### src/rtl/instruction_fetch_pkg.sv
// Shared definitions for the fetch stage: opcode encodings, default widths,
// FSM state encoding and an instruction-assembly helper.
package instruction_fetch_pkg;

    // Default geometry of the core's instruction path
    localparam int DEFAULT_ADDR_WIDTH  = 10;
    localparam int DEFAULT_INSTR_WIDTH = 16;
    localparam int OPCODE_WIDTH        = 6;
    localparam int FIELD_WIDTH         = DEFAULT_INSTR_WIDTH - OPCODE_WIDTH;
    localparam int PERF_CNT_WIDTH      = 16;

    // Opcode encodings shared across the core
    localparam logic [OPCODE_WIDTH-1:0] OP_NOP  = 6'h00;
    localparam logic [OPCODE_WIDTH-1:0] OP_LDCA = 6'h01;
    localparam logic [OPCODE_WIDTH-1:0] OP_STCA = 6'h02;
    localparam logic [OPCODE_WIDTH-1:0] OP_ADD  = 6'h03;
    localparam logic [OPCODE_WIDTH-1:0] OP_SUB  = 6'h04;
    localparam logic [OPCODE_WIDTH-1:0] OP_JMP  = 6'h05;
    localparam logic [OPCODE_WIDTH-1:0] OP_BEQ  = 6'h06;

    // Fetch FSM: one boot cycle after reset, then normal running
    typedef enum logic {
        ST_BOOT = 1'b0,
        ST_RUN  = 1'b1
    } fetch_state_e;

    // Assemble a default-width instruction word from opcode and field
    function automatic logic [DEFAULT_INSTR_WIDTH-1:0] make_instr(
        input logic [OPCODE_WIDTH-1:0] op,
        input logic [FIELD_WIDTH-1:0]  field
    );
        return {op, field};
    endfunction

endpackage

### src/rtl/instruction_fetch_perf_counters.sv
// fetch_perf_counters: three saturating event counters for the fetch stage
// (committed fetches, redirect bubbles, stalled cycles). Only built when
// FETCH_PERF_CNT_EN is defined.
module fetch_perf_counters
    import instruction_fetch_pkg::*;
(
    input  logic                      Clock,
    input  logic                      Reset,
    input  logic                      iFetch,
    input  logic                      iBubble,
    input  logic                      iStall,
    output logic [PERF_CNT_WIDTH-1:0] oFetchCount,
    output logic [PERF_CNT_WIDTH-1:0] oBubbleCount,
    output logic [PERF_CNT_WIDTH-1:0] oStallCount
);

    // Each counter advances on its event and sticks at all-ones
    always_ff @(posedge Clock or negedge Reset) begin
        if (!Reset) begin
            oFetchCount  <= '0;
            oBubbleCount <= '0;
            oStallCount  <= '0;
        end else begin
            if (iFetch && (oFetchCount != '1))
                oFetchCount <= oFetchCount + PERF_CNT_WIDTH'(1);
            if (iBubble && (oBubbleCount != '1))
                oBubbleCount <= oBubbleCount + PERF_CNT_WIDTH'(1);
            if (iStall && (oStallCount != '1))
                oStallCount <= oStallCount + PERF_CNT_WIDTH'(1);
        end
    end

endmodule

### src/rtl/instruction_fetch.sv
// instruction_fetch: owns the PC, addresses the combinational instruction
// ROM and registers the returned word into the IF/ID register. Redirects
// insert one NOP bubble; stalls freeze PC and IF/ID.
// Optional feature: define FETCH_PERF_CNT_EN to add saturating counters.
module instruction_fetch
    import instruction_fetch_pkg::*;
#(
    parameter int                    ADDR_WIDTH  = DEFAULT_ADDR_WIDTH,
    parameter int                    INSTR_WIDTH = DEFAULT_INSTR_WIDTH,
    parameter logic [ADDR_WIDTH-1:0] RESET_PC    = '0
) (
    input  logic                   Clock,
    input  logic                   Reset,
    output logic [ADDR_WIDTH-1:0]  oRomAddress,
    input  logic [INSTR_WIDTH-1:0] iRomInstruction,
    input  logic                   iStall,
    input  logic                   iRedirect,
    input  logic [ADDR_WIDTH-1:0]  iRedirectPC,
    output logic [INSTR_WIDTH-1:0] oInstruction,
    output logic [ADDR_WIDTH-1:0]  oInstructionPC,
    output logic                   oValid
`ifdef FETCH_PERF_CNT_EN
    ,
    output logic [PERF_CNT_WIDTH-1:0] oFetchCount,
    output logic [PERF_CNT_WIDTH-1:0] oBubbleCount,
    output logic [PERF_CNT_WIDTH-1:0] oStallCount
`endif
);

    localparam logic [INSTR_WIDTH-1:0] NOP_WORD =
        {OP_NOP, {(INSTR_WIDTH-OPCODE_WIDTH){1'b0}}};

    fetch_state_e          state_q, state_d;
    logic [ADDR_WIDTH-1:0] pc_q;
    logic                  load_pc;   // take iRedirectPC (BOOT or RUN)
    logic                  bubble;    // RUN redirect: squash IF/ID
    logic                  commit;    // RUN fetch: capture ROM word

    assign oRomAddress = pc_q;

    // FSM state register
    // NOTE: sequential state uses non-blocking (<=) so every flop samples
    // pre-edge values; blocking here would create order-dependent races.
    always_ff @(posedge Clock or negedge Reset) begin
        if (!Reset) state_q <= ST_BOOT;
        else        state_q <= state_d;
    end

    // Next state and per-cycle action, redirect > stall > fetch
    // NOTE: every output of this block is given a default first so no path
    // leaves a signal unassigned, which would infer a latch.
    always_comb begin
        state_d = state_q;
        load_pc = 1'b0;
        bubble  = 1'b0;
        commit  = 1'b0;
        unique case (state_q)
            ST_BOOT: begin
                state_d = ST_RUN;
                load_pc = iRedirect;
            end
            ST_RUN: begin
                if (iRedirect) begin
                    load_pc = 1'b1;
                    bubble  = 1'b1;
                end else if (!iStall) begin
                    commit  = 1'b1;
                end
            end
            default: state_d = ST_BOOT;
        endcase
    end

    // PC and IF/ID register; PC wraps naturally modulo 2^ADDR_WIDTH
    always_ff @(posedge Clock or negedge Reset) begin
        if (!Reset) begin
            pc_q           <= RESET_PC;
            oInstruction   <= NOP_WORD;
            oInstructionPC <= '0;
            oValid         <= 1'b0;
        end else begin
            if (load_pc)
                pc_q <= iRedirectPC;
            else if (commit)
                pc_q <= pc_q + ADDR_WIDTH'(1);

            if (bubble) begin
                oInstruction <= NOP_WORD;
                oValid       <= 1'b0;
            end else if (commit) begin
                oInstruction   <= iRomInstruction;
                oInstructionPC <= pc_q;
                oValid         <= 1'b1;
            end
        end
    end

`ifdef FETCH_PERF_CNT_EN
    logic stall_cycle;
    assign stall_cycle = (state_q == ST_RUN) && !iRedirect && iStall;

    fetch_perf_counters u_perf (
        .Clock        (Clock),
        .Reset        (Reset),
        .iFetch       (commit),
        .iBubble      (bubble),
        .iStall       (stall_cycle),
        .oFetchCount  (oFetchCount),
        .oBubbleCount (oBubbleCount),
        .oStallCount  (oStallCount)
    );
`endif

endmodule

### config.mk
export PLATFORM = sky130hd
export DESIGN_NAME = instruction_fetch
export DESIGN_NICKNAME = d
export VERILOG_FILES = /design/src/rtl/instruction_fetch_pkg.sv /design/src/rtl/instruction_fetch_perf_counters.sv /design/src/rtl/instruction_fetch.sv
export SDC_FILE = /design/constraint.sdc
export NUM_CORES = 1
export LEC_CHECK = 0
export CORE_UTILIZATION = 50
export DETAILED_ROUTE_END_ITERATION = 12
export DONT_BUFFER_PORTS = 1
export REMOVE_ABC_BUFFERS = 1
export SYNTH_ARGS = -nofsm -noshare
export SYNTH_HDL_FRONTEND = slang
export SYNTH_SLANG_ARGS = --single-unit
export TNS_END_PERCENT = 1
### constraint.sdc
create_clock -name Clock -period 1.7 [get_ports Clock]
set_input_delay 0.425 -clock Clock [delete_from_list [all_inputs] [get_ports Clock]]
set_output_delay 0.425 -clock Clock [all_outputs]
set_load 0.03 [all_outputs]
==> summary.md <==
| Metric | Value |
|---|---|
| Status | `finished clean` |
| Final-report setup violation count | `0` |
| Setup TNS | `0 ns` |
| Crit. Startpoint | `state_q$_DFF_PN0_` |
| Routed Antenna Nets | `0` |
| First-pass GRT wire length | `5180 µm` |
| Hold Violations, Final | `0` |
| Antenna cells | `0` |
| Pleak | `0.000827 µW` |
| Warnings, synthesis | `0` |
| Final Slew Violations | `0` |
| Peak VDD IR | `1.01 mV` |
| Die Y | `58.5 µm` |
| CTS Root Cell | `clkbuf_4` |
| Port-buffer cells | `0` |
| Drt pass-1 iters | `4` |
| Std-Cell Rows | `20` |
| DRC | `0` |
| Reg-to-Reg Start | `state_q$_DFF_PN0_` |
| Routability cong. | `0.763` |
| Synth top area share | `0.596` |
| Gr ovfl total | `0` |
| R2R depth | `3` |
| Via count | `1119` |
| Worst Setup Start Kind | `flop` |
| Slew Limit Headroom | `0.227` |
| Arrival @ worst endpoint | `1.70 ns` |
| Setup slack at placement | `0.0369 ns` |
| Fmax | `682 MHz` |
| Clock Tree Buf Depth | `2` |
| PostCTS Resize Cnt | `0` |
| Core area | `0.00305 mm²` |
| # IOs | `67` |
| Crit path cell chain | `nor2b_1 > a41oi_1 > a221o_1` |
| Die area | `0.00342 mm²` |
| Min Clock Period, post-route | `1.47 ns` |
| Hold buffers post-CTS | `2` |
| Hold Crit Class | `in2reg` |
| Initial antenna violation count | `0` |
| Total GRT Usage | `0.205` |
| Reg-to-reg critical path endpoint | `oRomAddress[4]$_DFFE_PN0P_` |
| CTS Sinks | `38` |
| Initial Utilization | `0.523` |
| Synthesized instance count | `126` |
| Most area-hungry cell type in the Yosys netlist | `dfrtp_1` |
| Crit path kind | `reg2reg` |
| Mapped Avg Cell Area | `12.7 µm²` |
| CP max-delay cell | `dfrtp_1` |
| Worst-path clk slew | `0.11 ns` |
| Maxcap violations | `0` |
| Fin crit share | `0.862` |
| Drt total wl | `3240 µm` |
| Nets | `171` |
| Crit-path max cell delay | `0.48 ns` |
| Crit path required time | `1.93 ns` |
| Setup crit end | `oRomAddress[4]$_DFFE_PN0P_` |
| Post-CTS Setup Bufs | `0` |
| Post-synth cell types | `33` |
| Drt wl/cell | `17.5 µm` |
| Vias in the first global route | `1121` |
| Final Core Density | `0.607` |
| CP Capture Type | `flop` |
| Clock Skew | `0.00393 ns` |
| Pwr dens | `1270 mW/mm²` |
| Clk_lat worst skew | `0.33 ns` |
| Number of synthesized register bits | `38` |
| RSZ-0062 raised after global routing | `false` |
| Most area-consuming cells after synthesis | `dfrtp_1 (60%), a22o_1 (8.8%), mux2_2 (7.1%)` |
| Post-synthesis sequential area ratio | `0.596` |
| Top fanout value on the critical path | `6` |
| CTS H-Tree Depth | `2` |
| Die Span X | `58.5 µm` |
| Pin count of the biggest net entering global routing | `39` |
| Min setup slack post-route | `0.234 ns` |
| Post-synthesis cell area | `0.00160 mm²` |
| Drt via density | `6.05` |
| Share of layout cells above drive strength 1 | `0.220` |
| Worst slew pin tran | `1.15 ns` |
| CTS tree | `done` |
| Area growth syn-to-layout | `16.0%` |
| Initial drt markers | `37` |
| R2R setup slack | `0.23 ns` |
| CTS buffer count | `5` |
| Fin Hold WS | `0.160 ns` |
| Detail Placement HPWL | `2140 µm` |
-- synth_stat cells --
cell type / count
nor2b_1: 2
nor4_1: 1
nand3_1: 6
nand3b_1: 2
and4_1: 1
conb_1: 1
a22o_1: 16
nor2_2: 1
o21ai_1: 1
clkbuf_1: 3
nand4bb_1: 1
xnor2_1: 1
nand4b_4: 1
dfrtp_1: 38
nand2b_1: 2
a221o_1: 1
mux2i_1: 1
buf_2: 1
or4_1: 5
o211ai_1: 3
buf_4: 1
inv_1: 2
nor2_1: 4
a22oi_1: 1
mux2_2: 10
o21ai_0: 3
xor2_1: 1
o31ai_1: 3
a21oi_1: 1
a31oi_1: 2
a41oi_1: 1
ha_1: 1
nand2_1: 8
-- layer usage --
| metal | global-route usage | wire length, µm | vias up |
|---|---|---|---|
| met5 | 0 | 0 | - |
| met4 | 0.0612 | 28 | 0 |
| met3 | 0.0835 | 186 | 4 |
| met2 | 0.328 | 1620 | 43 |
| met1 | 0.257 | 1400 | 570 |
| li1 | - | - | 502 |
-- how the worst min path moves through the flow --
| stage | cells after the start | to | from |
|---|---|---|---|
| global route | 1 | oValid$_DFFE_PN0P_ | iRedirect |
| CTS | 1 | oValid$_DFFE_PN0P_ | iRedirect |
| global placement | 0 | oInstructionPC[9]$_DFFE_PN0P_ | Reset |
| finish | 1 | oValid$_DFFE_PN0P_ | iRedirect |
| floorplan | 0 | oInstructionPC[0]$_DFFE_PN0P_ | Reset |
| detailed placement | 0 | oRomAddress[9]$_DFFE_PN0P_ | Reset |
-- metrics by stage --
stage / power, µW / cell area, µm² / cells
after detailed placement: 1580 / 1720 / 175
after global placement: 1570 / 1720 / 175
after CTS: 2370 / 1850 / 185
final: 2350 / 1850 / 185
after floorplan: 1490 / 1570 / 121
after global routing: 2450 / 1850 / 185
-- flip-flops by register name (all words and copies together) (netlist names) --
name and count:
oValid 1, state_q 1, oRomAddress 10, oInstructionPC 10, oInstruction 16
-- placed cells by master (no fill, tap or decap), types with 2 or more instances in the layout --
| cell type | count |
|---|---|
| nor2b_1 | 2 |
| mux2_2 | 10 |
| o21ai_0 | 3 |
| or4_1 | 5 |
| buf_12 | 2 |
| o31ai_1 | 3 |
| clkbuf_4 | 5 |
| nor2_1 | 4 |
| a31oi_1 | 2 |
| nand3b_1 | 2 |
| inv_1 | 2 |
| nand3_1 | 6 |
| buf_4 | 9 |
| dfrtp_1 | 38 |
| nand2b_1 | 2 |
| a22o_1 | 16 |
| o211ai_1 | 3 |
| nand2_1 | 8 |
| bufinv_16 | 2 |
-- worst max-delay path, delay by kind of cell (launching register included) --
kind / cells / cell delay, ns
AOI/OAI and AO/OA: 2 / 0.45
and+or+nand+nor: 1 / 0.43
DFF: 1 / 0.48
-- power by group --
group / leakage [µW] / total, µW / internal [µW] / switching [µW]
registers: 0.000476 / 1290 / 1010 / 273
clock network: 0.0000554 / 759 / 460 / 299
logic: 0.000296 / 299 / 138 / 161
total: 0.000827 / 2350 / 1610 / 734
-- cells by family after synthesis --
logic type | after synthesis | share of synthesized area
flip-flops | 38 | 0.596
XOR/XNOR | 2 | 0.0110
buffers and inverters | 7 | 0.0196
adder cells (fa/ha/maj) | 1 | 0.00784
multiplexers | 11 | 0.0768
AO/OA/AOI/OAI | 32 | 0.156
AND/OR/NAND/NOR | 34 | 0.131
other | 1 | 0.00235
-- final cells by class --
cell class              instances  area (µm²)
fillers                       255        1200
flip-flops and latches         38         951
clock inverters                 3        68.8
inverters                       2        7.51
well taps                      44        55.1
clock buffers                   5        37.5
repair buffers                 12         118
multi-input cells              81         614
Power figures use the tool's default switching activity.
